--- src/rtl/sorter_request_scheduler_pkg.sv ---
// sorter_request_scheduler_pkg: shared defaults for the sorter request scheduler
package sorter_request_scheduler_pkg;
    localparam int DEF_NUM_REQUESTER = 4;
    localparam int DEF_SINGLE_WAY_WIDTH_IN_BITS = 4;
    localparam int DEF_NUM_WAY = 16;
    localparam int DEF_SORTER_LATENCY = 4;
    localparam int DEF_RESULT_FIFO_DEPTH = 8;
    localparam int SORTER_ID_WIDTH = $clog2(DEF_NUM_REQUESTER);

    function automatic int ptr_width(input int n);
        return (n > 1) ? $clog2(n) : 1;
    endfunction
endpackage

--- src/rtl/sorter_request_scheduler_result_fifo.sv ---
// sorter_result_fifo: synchronous FIFO whose head entry lives in the output register
module sorter_result_fifo
    import sorter_request_scheduler_pkg::*;
#(
    parameter int WIDTH = 66,
    parameter int DEPTH = 8
) (
    input  logic             clk_in,
    input  logic             reset_in,
    input  logic             write_valid_in,
    input  logic [WIDTH-1:0] write_data_in,
    input  logic             read_ready_in,
    output logic             head_valid_out,
    output logic [WIDTH-1:0] head_data_out,
    output logic             full_out,
    output logic             empty_out
);
    localparam int PTR_W = ptr_width(DEPTH);
    logic [WIDTH-1:0] mem [DEPTH];
    logic [PTR_W-1:0] wr_ptr, rd_ptr;
    logic [PTR_W:0] count;
    logic pop, load, mem_empty, mem_write;
    assign pop = head_valid_out & read_ready_in;
    assign load = ~head_valid_out | pop;
    // count includes the head register, so the backing store is empty when only the head is held
    assign mem_empty = count == {{PTR_W{1'b0}}, head_valid_out};
    assign mem_write = write_valid_in & ~(load & mem_empty);
    assign full_out = count == (PTR_W+1)'(DEPTH);
    assign empty_out = count == '0;
    always_ff @(posedge clk_in or negedge reset_in) begin
        if (!reset_in) begin
            wr_ptr <= '0;
            rd_ptr <= '0;
            count <= '0;
            head_valid_out <= 1'b0;
            head_data_out <= '0;
        end else begin
            wr_ptr <= wr_ptr + PTR_W'(mem_write);
            rd_ptr <= rd_ptr + PTR_W'(load & ~mem_empty);
            count <= count + (PTR_W+1)'(write_valid_in) - (PTR_W+1)'(pop);
            if (load)
                head_valid_out <= ~mem_empty | write_valid_in;
            if (load && (!mem_empty || write_valid_in))
                head_data_out <= mem_empty ? write_data_in : mem[rd_ptr];
        end
    end
    always_ff @(posedge clk_in)
        if (mem_write)
            mem[wr_ptr] <= write_data_in;
endmodule

--- src/rtl/sorter_request_scheduler.sv ---
// sorter_request_scheduler: round-robin front end sharing one pipelined sorter among clients,
// returning tagged results in issue order through a credit-protected FIFO
module sorter_request_scheduler
    import sorter_request_scheduler_pkg::*;
#(
    parameter int NUM_REQUESTER = DEF_NUM_REQUESTER,
    parameter int SINGLE_WAY_WIDTH_IN_BITS = DEF_SINGLE_WAY_WIDTH_IN_BITS,
    parameter int NUM_WAY = DEF_NUM_WAY,
    parameter int SORTER_LATENCY = DEF_SORTER_LATENCY,
    parameter int RESULT_FIFO_DEPTH = DEF_RESULT_FIFO_DEPTH,
    localparam int DATA_W = SINGLE_WAY_WIDTH_IN_BITS * NUM_WAY,
    localparam int ID_W = $clog2(NUM_REQUESTER)
) (
    input  logic                            clk_in,
    input  logic                            reset_in,
    input  logic [NUM_REQUESTER-1:0]        request_valid_in,
    input  logic [NUM_REQUESTER*DATA_W-1:0] request_flatted_in,
    output logic [NUM_REQUESTER-1:0]        request_ready_out,
    output logic [DATA_W-1:0]               sorter_pre_sort_flatted_out,
    input  logic [DATA_W-1:0]               sorter_post_sort_flatted_in,
    output logic                            result_valid_out,
    output logic [ID_W-1:0]                 result_id_out,
    output logic [DATA_W-1:0]               result_flatted_out,
    input  logic                            result_ready_in,
    output logic                            busy_out
);
    localparam int CNT_W = $clog2(RESULT_FIFO_DEPTH) + 1;
    logic [ID_W-1:0] rr_ptr, grant, idx;
    logic found, issue, pop, fifo_full, fifo_empty;
    logic [CNT_W-1:0] outstanding;
    logic [SORTER_LATENCY-1:0] tag_valid;
    logic [ID_W-1:0] tag_id [SORTER_LATENCY];
    always_comb begin
        found = 1'b0;
        grant = '0;
        idx = '0;
        for (int k = 0; k < NUM_REQUESTER; k++) begin
            idx = rr_ptr + ID_W'(k);
            if (!found && request_valid_in[idx]) begin
                found = 1'b1;
                grant = idx;
            end
        end
    end
    // credit covers both in-flight tags and FIFO entries, so the capture never meets a full FIFO
    assign issue = reset_in && found && (outstanding < CNT_W'(RESULT_FIFO_DEPTH));
    assign request_ready_out = issue ? NUM_REQUESTER'(1) << grant : '0;
    assign pop = result_valid_out & result_ready_in;
    assign busy_out = outstanding != '0;
    always_ff @(posedge clk_in or negedge reset_in) begin
        if (!reset_in) begin
            rr_ptr <= '0;
            outstanding <= '0;
            sorter_pre_sort_flatted_out <= '0;
            tag_valid <= '0;
            for (int i = 0; i < SORTER_LATENCY; i++)
                tag_id[i] <= '0;
        end else begin
            if (issue) begin
                rr_ptr <= grant + 1'b1;
                sorter_pre_sort_flatted_out <= request_flatted_in[grant*DATA_W +: DATA_W];
            end
            outstanding <= outstanding + CNT_W'(issue) - CNT_W'(pop);
            tag_valid[0] <= issue;
            tag_id[0] <= grant;
            for (int i = 1; i < SORTER_LATENCY; i++) begin
                tag_valid[i] <= tag_valid[i-1];
                tag_id[i] <= tag_id[i-1];
            end
        end
    end
    sorter_result_fifo #(.WIDTH(ID_W + DATA_W), .DEPTH(RESULT_FIFO_DEPTH)) u_fifo (
        .clk_in         (clk_in),
        .reset_in       (reset_in),
        .write_valid_in (tag_valid[SORTER_LATENCY-1]),
        .write_data_in  ({tag_id[SORTER_LATENCY-1], sorter_post_sort_flatted_in}),
        .read_ready_in  (result_ready_in),
        .head_valid_out (result_valid_out),
        .head_data_out  ({result_id_out, result_flatted_out}),
        .full_out       (fifo_full),
        .empty_out      (fifo_empty)
    );
    assert property (@(posedge clk_in) disable iff (!reset_in) !(fifo_full && tag_valid[SORTER_LATENCY-1]));
    assert property (@(posedge clk_in) disable iff (!reset_in) fifo_empty |-> !result_valid_out);
endmodule

--- config.mk ---
export PLATFORM = sky130hd
export DESIGN_NAME = sorter_request_scheduler
export DESIGN_NICKNAME = d
export VERILOG_FILES = /design/src/rtl/sorter_request_scheduler_pkg.sv /design/src/rtl/sorter_request_scheduler_result_fifo.sv /design/src/rtl/sorter_request_scheduler.sv
export SDC_FILE = /design/constraint.sdc
export NUM_CORES = 1
export LEC_CHECK = 0
export ABC_AREA = 0
export ABC_CLOCK_PERIOD_IN_PS = 6970
export CAP_MARGIN = 20
export CORE_ASPECT_RATIO = 2
export CORE_MARGIN = 1.5
export CORE_UTILIZATION = 53
export CTS_CLUSTER_SIZE = 25
export DETAILED_ROUTE_END_ITERATION = 16
export PLACE_DENSITY = 0.79
export SETUP_SLACK_MARGIN = 0.02
export SYNTH_ARGS = -nofsm -noshare
export SYNTH_HDL_FRONTEND = slang
export SYNTH_SLANG_ARGS = --single-unit
--- constraint.sdc ---
create_clock -name clk_in -period 6.97 [get_ports clk_in]
set_input_delay 1.394 -clock clk_in [delete_from_list [all_inputs] [get_ports clk_in]]
set_output_delay 1.394 -clock clk_in [all_outputs]
set_load 0.005 [all_outputs]
==> run_results.csv, run 1 <==
group,metric,value,unit
grt,grt_max_degree,79,
grt,gr-usage-all-layers,27.9,%
synth,synth.area.top_cells,"edfxtp_1 (57%), dfrtp_1 (14%), mux4_2 (11%), mux2i_1 (7.0%), o221ai_1 (4.0%)",
synth,synth_compound_area_share,4.46,%
critical_path,crit_path_end_kind,"primary output",
layout,stdcell_count,2708,
drt,viasPerCell,6.09,
clock_tree,numCtsBuffers,56,
sta,fmax,0.208,GHz
critical_path,path_max_fanout,5,
placed_design,hpwl,50300,um
clock_tree,cts_root_buf,"clkbuf_16",
synth,yosysUniqueCellTypes,39,
power,power.density,387,nW/um^2
grt,antenna_found_initial,13,
drt,drcViolationCount,0,
drt,drtPass1Iterations,5,
floorplanning,die-height,328,um
sta,rsz0062_at_grt,"false",
sta,min_period,4800,ps
sta,hold_viol_final,0,
grt,grt_pass1_vias,17200,
synth,yosys.area_share.simple,3.29,%
synth,synth-async-reset-ratio,23.1,%
placed_design,dp.cells,2589,
clock_tree,cts_sinks,687,
sta,finalCritPeriodShare,68.9,%
synth,synth_fa_ha_area_share,0.950,%
synth,yosysTopAreaCellShare,56.8,%
min_path,min_path_type,"reg2reg",
synth,synth_top_family_by_area,"multiplexers",
clock_tree,holdBufCountCts,0,
floorplanning,start_util,53.7,%
clock_tree,clock_latency,620,ps
job,drv_cap,0,
drt,ant_nets,0,
floorplanning,die_area,54200,um^2
layout,area_growth,25.9,%
clock_tree,clkTransAtPathRegs,70,ps
synth,synthXorXnorAreaFrac,0.220,%
synth,synthMuxAreaShare,17.6,%
power,ir_drop,0.333,mV
synth,avgSynthCellArea,18.2,um^2
layout,fill_cells,3421,
clock_tree,cts_setup_buffers,0,
floorplanning,die_w,165,um
critical_path,worst_ep_required_time,5580,ps
critical_path,critPathArrivalTime,3410,ps
critical_path,start_kind,"input port",
power,p_leak,12.6,nW
clock_tree,max-clock-path-buffers,3,
sta,finClkSkew,24.7,ps
clock_tree,cts_tree,"done",
status,run_status,"complete, no violations",
synth,ys_seq_area_share,71.0,%
sta,relSlewSlack,24.0,%
synth,syn_area,27900,um^2
synth,ys_seq_elements,687,
drt,wire_per_inst,27.7,um
grt,grt_pass1_wl,108000,um
sta,tns,0,ps
synth,synthesis.nets,1884,
floorplanning,core_area,52000,um^2
sta,drv_slew,0,
synth,yosys_warnings,0,
placed_design,place.gp.congestion,0.901,
synth,synth-edff-count,528,
floorplanning,io_pins,463,
grt,overflow,0,
layout,drive_gt1_share,14.1,%
clock_tree,ctsHtreeMaxLevel,2,
floorplanning,rows,118,
drt,drtIter0Drc,1296,
synth,netlist_instances,1537,
layout,fin_nets,2336,
clock_tree,cts_resized,0,
drt,via_count,16500,
synth,ys.flop_type,"edfxtp_1",
synth,synth_top_area_cell,"edfxtp_1",
sta,worstMarginPinSlew,1140,ps
sta,setup_viol,0,
placed_design,portBuffers,462,
critical_path,path_class,"in2out",
drt,totalWireLength,74900,um
## synthesized netlist by cell type (8+ instances only)
| cell type | count |
|---|---|
| edfxtp_1 | 528 |
| nand2_1 | 199 |
| mux2i_1 | 194 |
| dfrtp_1 | 159 |
| mux4_2 | 132 |
| o221ai_1 | 128 |
| clkbuf_1 | 53 |
| buf_2 | 20 |
| ha_1 | 18 |
| inv_1 | 18 |
| buf_12 | 8 |
| buf_4 | 8 |
## path summary, 6_finish.rpt
kind / startpoint / end / slack [ps] / depth (start not counted)
max: request_valid_in[1] / request_ready_out[1] / 2170 / 8
min: tag_valid[0] / tag_valid[1] / 350 / 0
max reg2reg: u_fifo.head_valid_out / u_fifo.mem[7][61] / 3330 / 7
min reg2reg: tag_valid[0] / tag_valid[1] / 350 / 0
max in group asynchronous: reset_in / u_fifo.head_data_out[63] / 5020 / 2
min in group asynchronous: reset_in / sorter_pre_sort_flatted_out[54] / 740 / 1
## worst max-delay path, cell delays in order
cell and delay (ps):
clkdlybuf4s50_1 570, nand2b_1 160, a21oi_1 50, o32a_1 390, inv_2 110, ha_1 140
and2_1 110, clkdlybuf4s50_1 490
## cell families (layout without fill, tap and decap cells)
group,count (synthesis),after routing
compound gates,146,146
xor+xnor,7,7
fa+ha+maj,20,20
buf+inv,122,620
flops,687,687
mux,326,326
other cells,0,13
simple gates,229,229
## registers in the layout (all words and copies together), names as in the netlist
name,cells
outstanding,4
rr_ptr,2
sorter_pre_sort_flatted_out,64
tag_id,8
tag_valid,4
u_fifo.count,4
u_fifo.head_data_out,66
u_fifo.head_valid_out,1
u_fifo.mem,528
u_fifo.rd_ptr,3
u_fifo.wr_ptr,3
## area by class of cell
class / instances / area, um^2 / area share, %
multi-input cells: 728 / 7500 / 21.3
flip-flops and latches: 687 / 19800 / 56.5
clock inverters: 44 / 523 / 1.49
repair buffers: 494 / 4900 / 13.9
well taps: 660 / 826 / 2.35
inverters: 22 / 82.6 / 0.235
diodes: 13 / 32.5 / 0.0926
clock buffers: 60 / 1440 / 4.09
## power breakdown
part           leakage [nW]  switching (mW)  internal [mW]
clock                 0.936            1.51           1.86
sequential             6.70           0.516           5.19
combinational          4.93            2.22           2.33
total                  12.6            4.25           9.37
## layout by cell type, fill, tap and decap left out, drive strengths merged, types with 4 or more instances in the layout
cell type	n
a21oi	7
and2	6
buf	32
bufinv	9
clkbuf	61
clkdlybuf4s50	461
clkinv	18
clkinvlp	10
dfrtp	159
diode	13
edfxtp	528
ha	18
inv	29
mux2i	194
mux4	132
nand2	200
nand2b	5
nand3	4
nor2	7
o221ai	128
xor2	4
## through the flow
step	hold slack (ps)	setup WS, ps	total power [mW]	instance area (um^2)	utilization [%]
CTS	358	2160	13.7	35100	67.5
floorplan	331	74.1	8.36	27900	-
finish	355	2170	13.6	35100	67.6
global placement	345	2190	10.1	33100	63.7
detailed placement	338	2060	10.3	33100	63.7
global route	359	2010	14.2	35100	67.6
## routing by layer
| layer | up-vias | track usage, % | routed length [um] | share of wire (%) |
|---|---|---|---|---|
| met5 | - | 0 | 11 | 0.015 |
| met4 | 2 | 14.0 | 3710 | 5.0 |
| met3 | 144 | 7.35 | 7590 | 10 |
| met2 | 882 | 47.3 | 38500 | 51 |
| li1 | 7059 | - | - | - |
| met1 | 8399 | 32.4 | 25100 | 33 |
(Power assumes the default switching activity.)
==> inputs of run 2 (changes only) <==
--- a/config.mk
+++ b/config.mk
@@ -6,7 +6,7 @@
 export NUM_CORES = 1
 export LEC_CHECK = 0
 export ABC_AREA = 0
-export ABC_CLOCK_PERIOD_IN_PS = 6970
+export ABC_CLOCK_PERIOD_IN_PS = 5000
 export CAP_MARGIN = 20
 export CORE_ASPECT_RATIO = 2
 export CORE_MARGIN = 1.5
==> constraint.sdc (replaced) <==
create_clock -name clk_in -period 5 [get_ports clk_in]
set_input_delay 1 -clock clk_in [delete_from_list [all_inputs] [get_ports clk_in]]
set_output_delay 1 -clock clk_in [all_outputs]
set_load 0.005 [all_outputs]
==> run_results.csv, run 2 (synthesis results as in run 1) <==
group,metric,value,unit
status,run_status,"complete, no violations",
grt,gr-usage-all-layers,28.6,%
clock_tree,clock_latency,620,ps
clock_tree,cts_root_buf,"clkbuf_16",
clock_tree,cts_tree,"done",
floorplanning,die_w,165,um
layout,finalInstanceArea,35200,um^2
power,power.density,536,nW/um^2
placed_design,place_ws,706,ps
clock_tree,max-clock-path-buffers,3,
clock_tree,ctsHtreeMaxLevel,2,
critical_path,path_max_fanout,4,
power,p_clk_share,24.0,%
placed_design,placed_area,33300,um^2
drt,viasPerCell,6.13,
sta,drv_slew,0,
drt,drcViolationCount,0,
drt,totalWireLength,76200,um
placed_design,place.gp.congestion,0.863,
critical_path,start_kind,"input port",
power,p_leak,12.6,nW
floorplanning,die_area,54200,um^2
sta,setup_viol,0,
drt,via_count,16600,
power,combPwrFrac,33.1,%
job,drv_cap,0,
sta,min_period,4270,ps
grt,grt_max_degree,129,
drt,drtPass1Iterations,7,
layout,reg_top3,"u_fifo.mem x528, u_fifo.head_data_out x66, sorter_pre_sort_flatted_out x64",
grt,antenna_found_initial,10,
power,pwr-share-seq,42.9,%
drt,wire_per_inst,28.2,um
layout,register_area,19800,um^2
clock_tree,numCtsBuffers,54,
critical_path,worst_ep_required_time,4000,ps
min_path,min_path_type,"in2async",
clock_tree,holdBufCountCts,0,
placed_design,hpwl,50400,um
drt,ant_nets,0,
layout,regMostFlops,"u_fifo.mem",
sta,setup_ws,730,ps
placed_design,portBuffers,462,
grt,grt_pass1_wl,110000,um
critical_path,path_class,"in2out",
sta,finalCritPeriodShare,85.4,%
grt,overflow,0,
layout,layout_commonest_cell,"edfxtp_1",
layout,drive_gt1_share,13.8,%
sta,tns,0,ps
floorplanning,core_area,52000,um^2
power,p_total,18.9,mW
placed_design,dp.cells,2593,
sta,relSlewSlack,32.5,%
sta,finClkSkew,25.0,ps
sta,rsz0062_at_grt,"false",
clock_tree,cts_resized,0,
power,intPower,13.0,mW
layout,stdcell_count,2703,
critical_path,crit_path_end_kind,"primary output",
layout,area_growth,26.0,%
clock_tree,clkTransAtPathRegs,70,ps
clock_tree,cts_setup_buffers,0,
power,ir_drop,0.419,mV
layout,fill_cells,3386,
clock_tree,cts_sinks,687,
drt,drtIter0Drc,1285,
sta,hold_viol_final,0,
layout,multi_input_area,7510,um^2
power,p_sw,5.85,mW
grt,grt_pass1_vias,17600,
layout,fin_nets,2336,
layout,layout.cells.most_common_list,"edfxtp_1 (528), clkdlybuf4s50_1 (461), nand2_1 (197)",
floorplanning,die-height,328,um
layout,largest_register_ff_count,528,
floorplanning,io_pins,463,
sta,fmax,0.234,GHz
floorplanning,rows,118,
sta,worstMarginPinSlew,1010,ps
floorplanning,start_util,53.7,%
critical_path,critPathArrivalTime,3270,ps
power,p_sw_share,31.0,%
run 2: cell count changes in the layout (fill, tap and decap cells not counted), sizes merged:
| cell | change |
|---|---|
| clkinv | -4 |
| buf | +2 |
| inv | -5 |
| clkbuf | +14 |
| diode | -4 |
| bufinv | -2 |
| clkinvlp | -6 |
run 2: worst paths after layout:
| kind | from | endpoint | slack (ps) | cells past startpoint |
|---|---|---|---|---|
| max in group asynchronous | reset_in | u_fifo.head_data_out[8] | 3060 | 3 |
| max | request_valid_in[1] | request_ready_out[1] | 730 | 8 |
| min | reset_in | outstanding[3] | 310 | 1 |
| min in group clk_in | tag_valid[2] | tag_valid[3] | 350 | 0 |
| max reg2reg | u_fifo.head_valid_out | u_fifo.mem[7][27] | 2200 | 6 |
| min reg2reg | tag_valid[2] | tag_valid[3] | 350 | 0 |
run 2: layout make-up:
cell class,instances,area share (%)
Sequential cell,687,56.4
Multi-Input combinational cell,728,21.3
Timing Repair Buffer,496,14.2
Clock buffer,74,4.37
Tap cell,660,2.35
Clock inverter,27,1.03
Inverter,22,0.235
Antenna cell,9,0.0640
run 2: stage by stage:
step / utilization [%] / hold slack [ps]
6_report: 67.7 / 313
3_3_place_gp: 64.0 / 333
4_1_cts: 67.7 / 311
5_1_grt: 67.7 / 328
3_5_place_dp: 64.0 / 336
2_1_floorplan: - / 331
run 2: critical path, stage by stage:
cell	delay (ps)
clkdlybuf4s50_1	570
nand2b_1	170
a21oi_1	110
a211o_4	390
inv_2	160
ha_1	170
and2_1	170
clkdlybuf4s50_1	520
run 2: metal layers:
layer / track usage [%] / vias up / part of all wire, %
met3: 8.16 / 163 / 11
met5: 0 / - / 0.053
met1: 32.9 / 8415 / 32
met2: 48.6 / 952 / 51
li1: - / 7039 / -
met4: 14.2 / 6 / 5.3
run 2: power by group through the flow:
stage / logic (mW) / clock network, mW / registers [mW]
global route: 6.69 / 4.77 / 8.20
detailed placement: 6.22 / 0 / 8.22
global placement: 6.07 / 0 / 8.14
floorplan: 3.88 / 0 / 7.77
finish: 6.25 / 4.52 / 8.10
CTS: 6.29 / 4.58 / 8.11
